## config.mk

```make
export PLATFORM = sky130hd
export DESIGN_NAME = booth_mult32_seq
export DESIGN_NICKNAME = d
export VERILOG_FILES = /design/src/rtl/booth_mult32_seq.sv
export SDC_FILE = /design/constraint.sdc
export NUM_CORES = 1
export LEC_CHECK = 0
export BUFFER_PORTS_ARGS = -buffer_cell sky130_fd_sc_hd__buf_2
export CAP_MARGIN = 20
export CORE_MARGIN = 10
export CORE_UTILIZATION = 64
export DETAILED_ROUTE_END_ITERATION = 10
export PLACE_DENSITY_LB_ADDON = 0.25
export SYNTH_ARGS = -nofsm -noshare
export SYNTH_HDL_FRONTEND = slang
export SYNTH_SLANG_ARGS = --single-unit
```

## constraint.sdc

```tcl
create_clock -name clock -period 13.36 [get_ports clock]
set_input_delay 1.336 -clock clock [delete_from_list [all_inputs] [get_ports clock]]
set_output_delay 1.336 -clock clock [all_outputs]
set_load 0.01 [all_outputs]
```

## src/rtl/booth_mult32_seq.sv

```systemverilog
// Sequential signed NxN radix-4 Booth multiplier, N/2 iteration cycles.
// start/busy/done handshake; product held until the next accepted start.
module booth_mult32_seq #(
    parameter int N = 32
) (
    input  logic             clock,
    input  logic             clear,
    input  logic             start,
    input  logic [N-1:0]     multiplicand,
    input  logic [N-1:0]     multiplier,
    output logic             busy,
    output logic             done,
    output logic [2*N-1:0]   product
);

    localparam int CW = (N > 2) ? $clog2(N / 2) : 1;
    localparam logic [CW-1:0] LAST = CW'(N / 2 - 1);

    typedef enum logic [1:0] {
        S_IDLE,
        S_RUN,
        S_DONE
    } state_t;

    state_t state, state_n;

    logic [N+1:0]  mx;
    logic [N+1:0]  a;
    logic [N-1:0]  qr;
    logic          qm1;
    logic [CW-1:0] cnt;

    logic [N+1:0]  term;
    logic [N+1:0]  sum;
    logic [N+1:0]  a_n;
    logic [N-1:0]  qr_n;

    always_ff @(posedge clock or posedge clear) begin
        if (clear) begin
            state <= S_IDLE;
        end else begin
            state <= state_n;
        end
    end

    always_comb begin
        state_n = state;
        busy    = 1'b0;
        done    = 1'b0;
        case (state)
            S_IDLE: begin
                if (start) begin
                    state_n = S_RUN;
                end
            end
            S_RUN: begin
                busy = 1'b1;
                if (cnt == LAST) begin
                    state_n = S_DONE;
                end
            end
            S_DONE: begin
                done    = 1'b1;
                state_n = S_IDLE;
            end
            default: state_n = S_IDLE;
        endcase
    end

    // Two guard bits keep the +/-2M term and the running sum exact.
    always_comb begin
        term = '0;
        case ({qr[1:0], qm1})
            3'b001, 3'b010: term = mx;
            3'b011:         term = {mx[N:0], 1'b0};
            3'b100:         term = -{mx[N:0], 1'b0};
            3'b101, 3'b110: term = -mx;
            default:        term = '0;
        endcase
        sum  = a + term;
        a_n  = {{2{sum[N+1]}}, sum[N+1:2]};
        qr_n = {sum[1:0], qr[N-1:2]};
    end

    always_ff @(posedge clock or posedge clear) begin
        if (clear) begin
            mx      <= '0;
            a       <= '0;
            qr      <= '0;
            qm1     <= 1'b0;
            cnt     <= '0;
            product <= '0;
        end else begin
            case (state)
                S_IDLE: begin
                    if (start) begin
                        mx  <= {{2{multiplicand[N-1]}}, multiplicand};
                        a   <= '0;
                        qr  <= multiplier;
                        qm1 <= 1'b0;
                        cnt <= '0;
                    end
                end
                S_RUN: begin
                    a   <= a_n;
                    qr  <= qr_n;
                    qm1 <= qr[1];
                    cnt <= cnt + 1'b1;
                    if (cnt == LAST) begin
                        product <= {a_n[N-1:0], qr_n};
                    end
                end
                default: ;
            endcase
        end
    end

endmodule

```

======== Yosys cells after proc, flatten, opt, wreduce, memory -nomap -nowiden ========
Index checks and enable logic that the tools add are counted.
word-level totals
  register bits ........................... 169
  input port bits ......................... 67
operators by class
  add/sub/neg operators ................... 4
  eq/ne operators ......................... 11
  muxes and demuxes ....................... 14
  reductions and logical operators ........ 8
operator list
  cell                                           number
  case mux 34 bit (4 select lines)               1
  negation 34 bit                                2
  case mux 34 bit (2 select lines)               1
  case mux 32 bit (2 select lines)               1
  adder 34 bit                                   1
  two-way mux 34 bit                             1
  two-way mux 32 bit                             1
  == test 3 bit, second input constant           3
  case mux 4 bit (2 select lines)                1
  AND reduction 2 bit                            4
  == test 3 x 2 -> 1 bit, second input constant  2
  adder 4 x 1 -> 4 bit, second input constant    1
  == test 4 bit, second input constant           1
  two-way mux 2 bit                              2
  two-way mux 4 bit                              1
  != test 2 bit, second input constant           2
  case mux 2 bit (2 select lines)                1
  OR reduction 2 bit                             2
  == test 3 x 1 -> 1 bit, second input constant  1
  two-way mux 1 bit                              3
  == test 2 x 1 -> 1 bit, second input constant  1
  == test 2 bit, second input constant           1
  logical NOT 2 bit                              1
  case mux 1 bit (2 select lines)                1
  nonzero test 2 bit                             1

======== Longest topological paths before layout ========
  depth after elaboration ................. 5
  mapped depth ............................ 21
  mapped depth without buffers ............ 19

======== Worst setup path after synthesis ========
No wires, ideal clock.
  path kind ............................... register -> register
  start point ............................. register mx[0]
  end point ............................... register product[63]
  library setup time ...................... 0.095 ns
  arrival ................................. 4.933 ns
  required time ........................... 13.265 ns
  setup slack ............................. 8.331 ns
  stages on the path, launching flop included .. 21
  path buffers ............................ 2
  cell sequence ........................... dfrtp_1 inv_1 ha_1 or4b_4 or3_4 or3_4 or3_1 buf_6 a21boi_0 o21ai_0 o21ai_0 ha_1 clkbuf_1 a21o_1 o211a_1 o31a_1 o311ai_0 nand3_1 a2111oi_0 nor3_1 o31ai_1
between the ends
  word-level cells in the longest chain between the ends .. 3
ends and longest elaborated chain
  what                                       RTL line  text
  start: declaration                         27        logic [N+1:0] mx;
  start signal: assignment                   97        mx <= {{2{multiplicand[N-1]}}, multiplicand};
  negation 34 bit, on equally long branches  77, 76
  case mux 34 bit (4 select lines) *         73        case ({qr[1:0], qm1})
  adder 34 bit *                             80        sum = a + term;
  end signal: assignment                     110       product <= {a_n[N-1:0], qr_n};
  end: declaration                           13        output logic [2*N-1:0] product
Every way passes the cells marked *; elsewhere a longest branch is shown, timed or not.
A chain may end at the register's enable or synchronous reset.

======== Final worst setup path ========
Same ends and word-level chain as after synthesis.

==> results_dict.tcl <==
set metrics [dict create \
    status "complete, no violations" \
    finalMaxSlewViolations 0 \
    worstHoldStart "product[47]$_DFFE_PP0P_" \
    grt_pass1_vias 8946 \
    vdd_ir_drop_max_mv 0.145 \
    power_frac_comb_pct 61.3 \
    worstPathMaxFanout 8 \
    vias 9179 \
    slowest_delay_ps 570 \
    fin_ws_ps 7910 \
    netlist_area_mm2 0.0103 \
    gp_congestion 0.904 \
    placed_area_mm2 0.0110 \
    reg2reg_slack_ps 7910 \
    synth_warnings 0 \
    clock.fmax_mhz 183 \
    routed_wl_mm 27.4 \
    drcViolationCount 0 \
    post-cts-setup-buffers 0 \
    worstHoldPathType "reg2reg" \
    finalSetupTns_ps 0 \
    clock_latency_ps 440 \
    syn_to_final_growth_pct 12.3 \
    preCtsSetupSlack_ps 7880 \
    hold_viol 0 \
    mostFrequentLayoutCells "nand2_1, dfrtp_1, buf_2" \
    path_cells "inv_1 -> ha_1 -> or4b_4 -> or3_4 -> or3_4 -> or3_1 -> a21boi_0 -> o21ai_0 -> o21ai_0 -> ha_1 -> a21o_1 -> o211a_1 -> o31a_1 -> o311ai_0 -> nand3_1 -> a2111oi_0 -> nor3_1 -> o31ai_1" \
    synth_seq_cells 167 \
    clock_skew_ps 11.7 \
    cts_inserted_buffers 17 \
    worstPathRequired_ps 13710 \
    setup_violations 0 \
    htree_levels 4 \
    hold_buffers 0 \
    ys.flop_type "dfrtp_1" \
    critPathLaunchType "flip-flop" \
    worstPathArrival_ps 5800 \
    post-route-util_pct 73.2 \
    synth_area_per_cell_um2 8.75 \
    wl_per_cell_um 18.5 \
    clock_sinks 167 \
    ff2ff_path_depth 18 \
    ys_seq_area_share_pct 40.4 \
    grt-ovfl-total 0 \
    synth_fp_nets 1286 \
    r2r_start "mx[0]$_DFFE_PP0P_" \
    clock-root-buffer "clkbuf_16" \
    hpwl_mm 18.9 \
    period_share_pct 40.8 \
    drive_above_1_share_pct 18.9 \
    grt_pass1_wl_mm 45.3 \
    rsz0062_at_grt "false" \
    clockBufferDepth 2 \
    cts_tree "yes" \
    path_class "reg2reg" \
    intPower_mw 2.01 \
    slew_headroom_pct 24.2 \
    synth_edf_count 0 \
    drt_iter0_drc 1094 \
    powerDensity_mw_per_mm2 328 \
    portBuffers 132 \
    rows 46 \
    fp.dieW_um 147 \
    die_h_um 147 \
    r2r_end "product[63]$_DFFE_PP0P_" \
    fin_area_mm2 0.0116 \
    p_switching_mw 1.81 \
    io_pins 133 \
    grt_antenna_before_repair 1 \
    core_mm2 0.0159 \
    final_common_cell "nand2_1" \
    maxCapViolCount 0 \
    cp_slowest_cell "a2111oi_0" \
    dieArea_mm2 0.0217 \
    p_leak_nw 5.60 \
    first_pass_iters 6 \
    synthesis.instances 1183 \
    synth_async_sr_flop_share_pct 100 \
    grt_max_degree 99 \
    sw_frac_of_total_pct 47.4 \
    layout_min_cycle_time_ps 5450 \
    tightest_slew_ps 1140 \
    pwr-share-seq_pct 25.4 \
    crit_path_end_kind "flip-flop" \
    initial_utilization_pct 65.1 \
    grt_usage_pct 25.1 \
    p_clk_share_pct 13.3 \
    cts_resized 0 \
    path_clk_slew_ps 70 \
    antenna_left 0 \
    whs_path_depth 2 \
    whs_endpoint "product[47]$_DFFE_PP0P_" \
    final_nets 1356 \
    ys_types 69 \
    viasPerCell 6.19 \
]
[through the flow]
step | hold WS [ps] | cells | total power [mW]
2_1_floorplan | 456 | 1183 | 2.68
3_3_place_gp | 452 | 1450 | 3.18
3_5_place_dp | 457 | 1450 | 3.25
4_1_cts | 473 | 1482 | 3.78
5_1_grt | 483 | 1483 | 4.11
6_report | 467 | 1483 | 3.82
[state kept, by name (all words and copies together), names as in the netlist]
signal,cells
cnt,4
product,64
qm1,1
qr,32
state,2
mx,32
a,32
[cell type report]
type / instances / area [um^2]
clock buffers: 18 / 439
clock inverters: 14 / 159
fillers: 1211 / 4260
repair buffers: 144 / 751
flip-flops and latches: 167 / 4180
diodes: 1 / 2.50
well taps: 216 / 270
multi-input cells: 905 / 5750
inverters: 18 / 72.6
[how the worst max path moves through the flow]
stage | start | end | slack [ps] | cells past startpoint
2_1_floorplan | clear | a[0]$_DFFE_PP0P_ | 7510 | 1
3_3_place_gp | mx[0]$_DFFE_PP0P_ | product[63]$_DFFE_PP0P_ | 8100 | 18
3_5_place_dp | mx[0]$_DFFE_PP0P_ | product[63]$_DFFE_PP0P_ | 7880 | 18
4_1_cts | mx[0]$_DFFE_PP0P_ | product[63]$_DFFE_PP0P_ | 7960 | 18
5_1_grt | mx[0]$_DFFE_PP0P_ | a[32]$_DFFE_PP0P_ | 7530 | 18
6_report | mx[0]$_DFFE_PP0P_ | product[63]$_DFFE_PP0P_ | 7910 | 18
[power by group through the flow]
stage	Clock (mW)	Sequential, mW	Combinational (mW)
after global placement	0	0.958	2.22
final	0.508	0.969	2.34
after CTS	0.512	0.962	2.31
after floorplan	0	0.894	1.79
after detailed placement	0	0.965	2.29
after global routing	0.534	0.998	2.58
[kinds of logic (layout without fill, tap and decap cells)]
kind of cell / Yosys count / in the layout / share of synthesized area (%)
adder cells (fa/ha/maj): 36 / 36 / 4.43
XOR/XNOR: 77 / 77 / 6.52
AND/OR/NAND/NOR: 431 / 431 / 19.6
AO/OA/AOI/OAI: 316 / 316 / 20.0
flip-flops: 167 / 167 / 40.4
multiplexers: 45 / 45 / 4.81
other: 0 / 1 / 0
buffers and inverters: 111 / 194 / 4.22
[Yosys cell counts, types with 8 or more instances]
| cell | n | share of area (%) |
|---|---|---|
| nand2b_1 | 10 | 0.60 |
| clkbuf_1 | 76 | 2.8 |
| ha_1 | 35 | 4.2 |
| a31oi_1 | 24 | 1.5 |
| or3_1 | 8 | 0.48 |
| buf_1 | 11 | 0.40 |
| mux2_2 | 38 | 4.1 |
| a21oi_1 | 83 | 4.0 |
| xnor2_1 | 45 | 3.8 |
| o21bai_1 | 8 | 0.58 |
| nand4_1 | 10 | 0.60 |
| o21ai_0 | 80 | 3.9 |
| nand2_1 | 272 | 9.9 |
| dfrtp_1 | 167 | 40 |
| xor2_1 | 32 | 2.7 |
| nand3_1 | 11 | 0.53 |
| a211oi_1 | 8 | 0.58 |
| inv_1 | 17 | 0.62 |
| a221oi_1 | 16 | 1.4 |
| a22o_1 | 28 | 2.4 |
| nor2_1 | 35 | 1.3 |
| and3b_1 | 31 | 2.6 |
| a21o_1 | 15 | 1.1 |
| nor3_1 | 12 | 0.58 |
[metal layers]
metal  vias up  track usage [%]  share of wire [%]
li1       4322                -                  -
met1      4388             34.2                 44
met2       418             38.5                 46
met3        49             5.13                8.0
met4         2             8.72                1.9
met5         -             2.61               0.26
[critical path: cells and delay by family, from the launching register on]
family / cells / cell delay (ps)
compound gates: 9 / 2180
fa+ha+maj: 2 / 620
buf+inv: 1 / 130
flops: 1 / 370
simple gates: 6 / 2060
(Power assumes the default switching activity.)
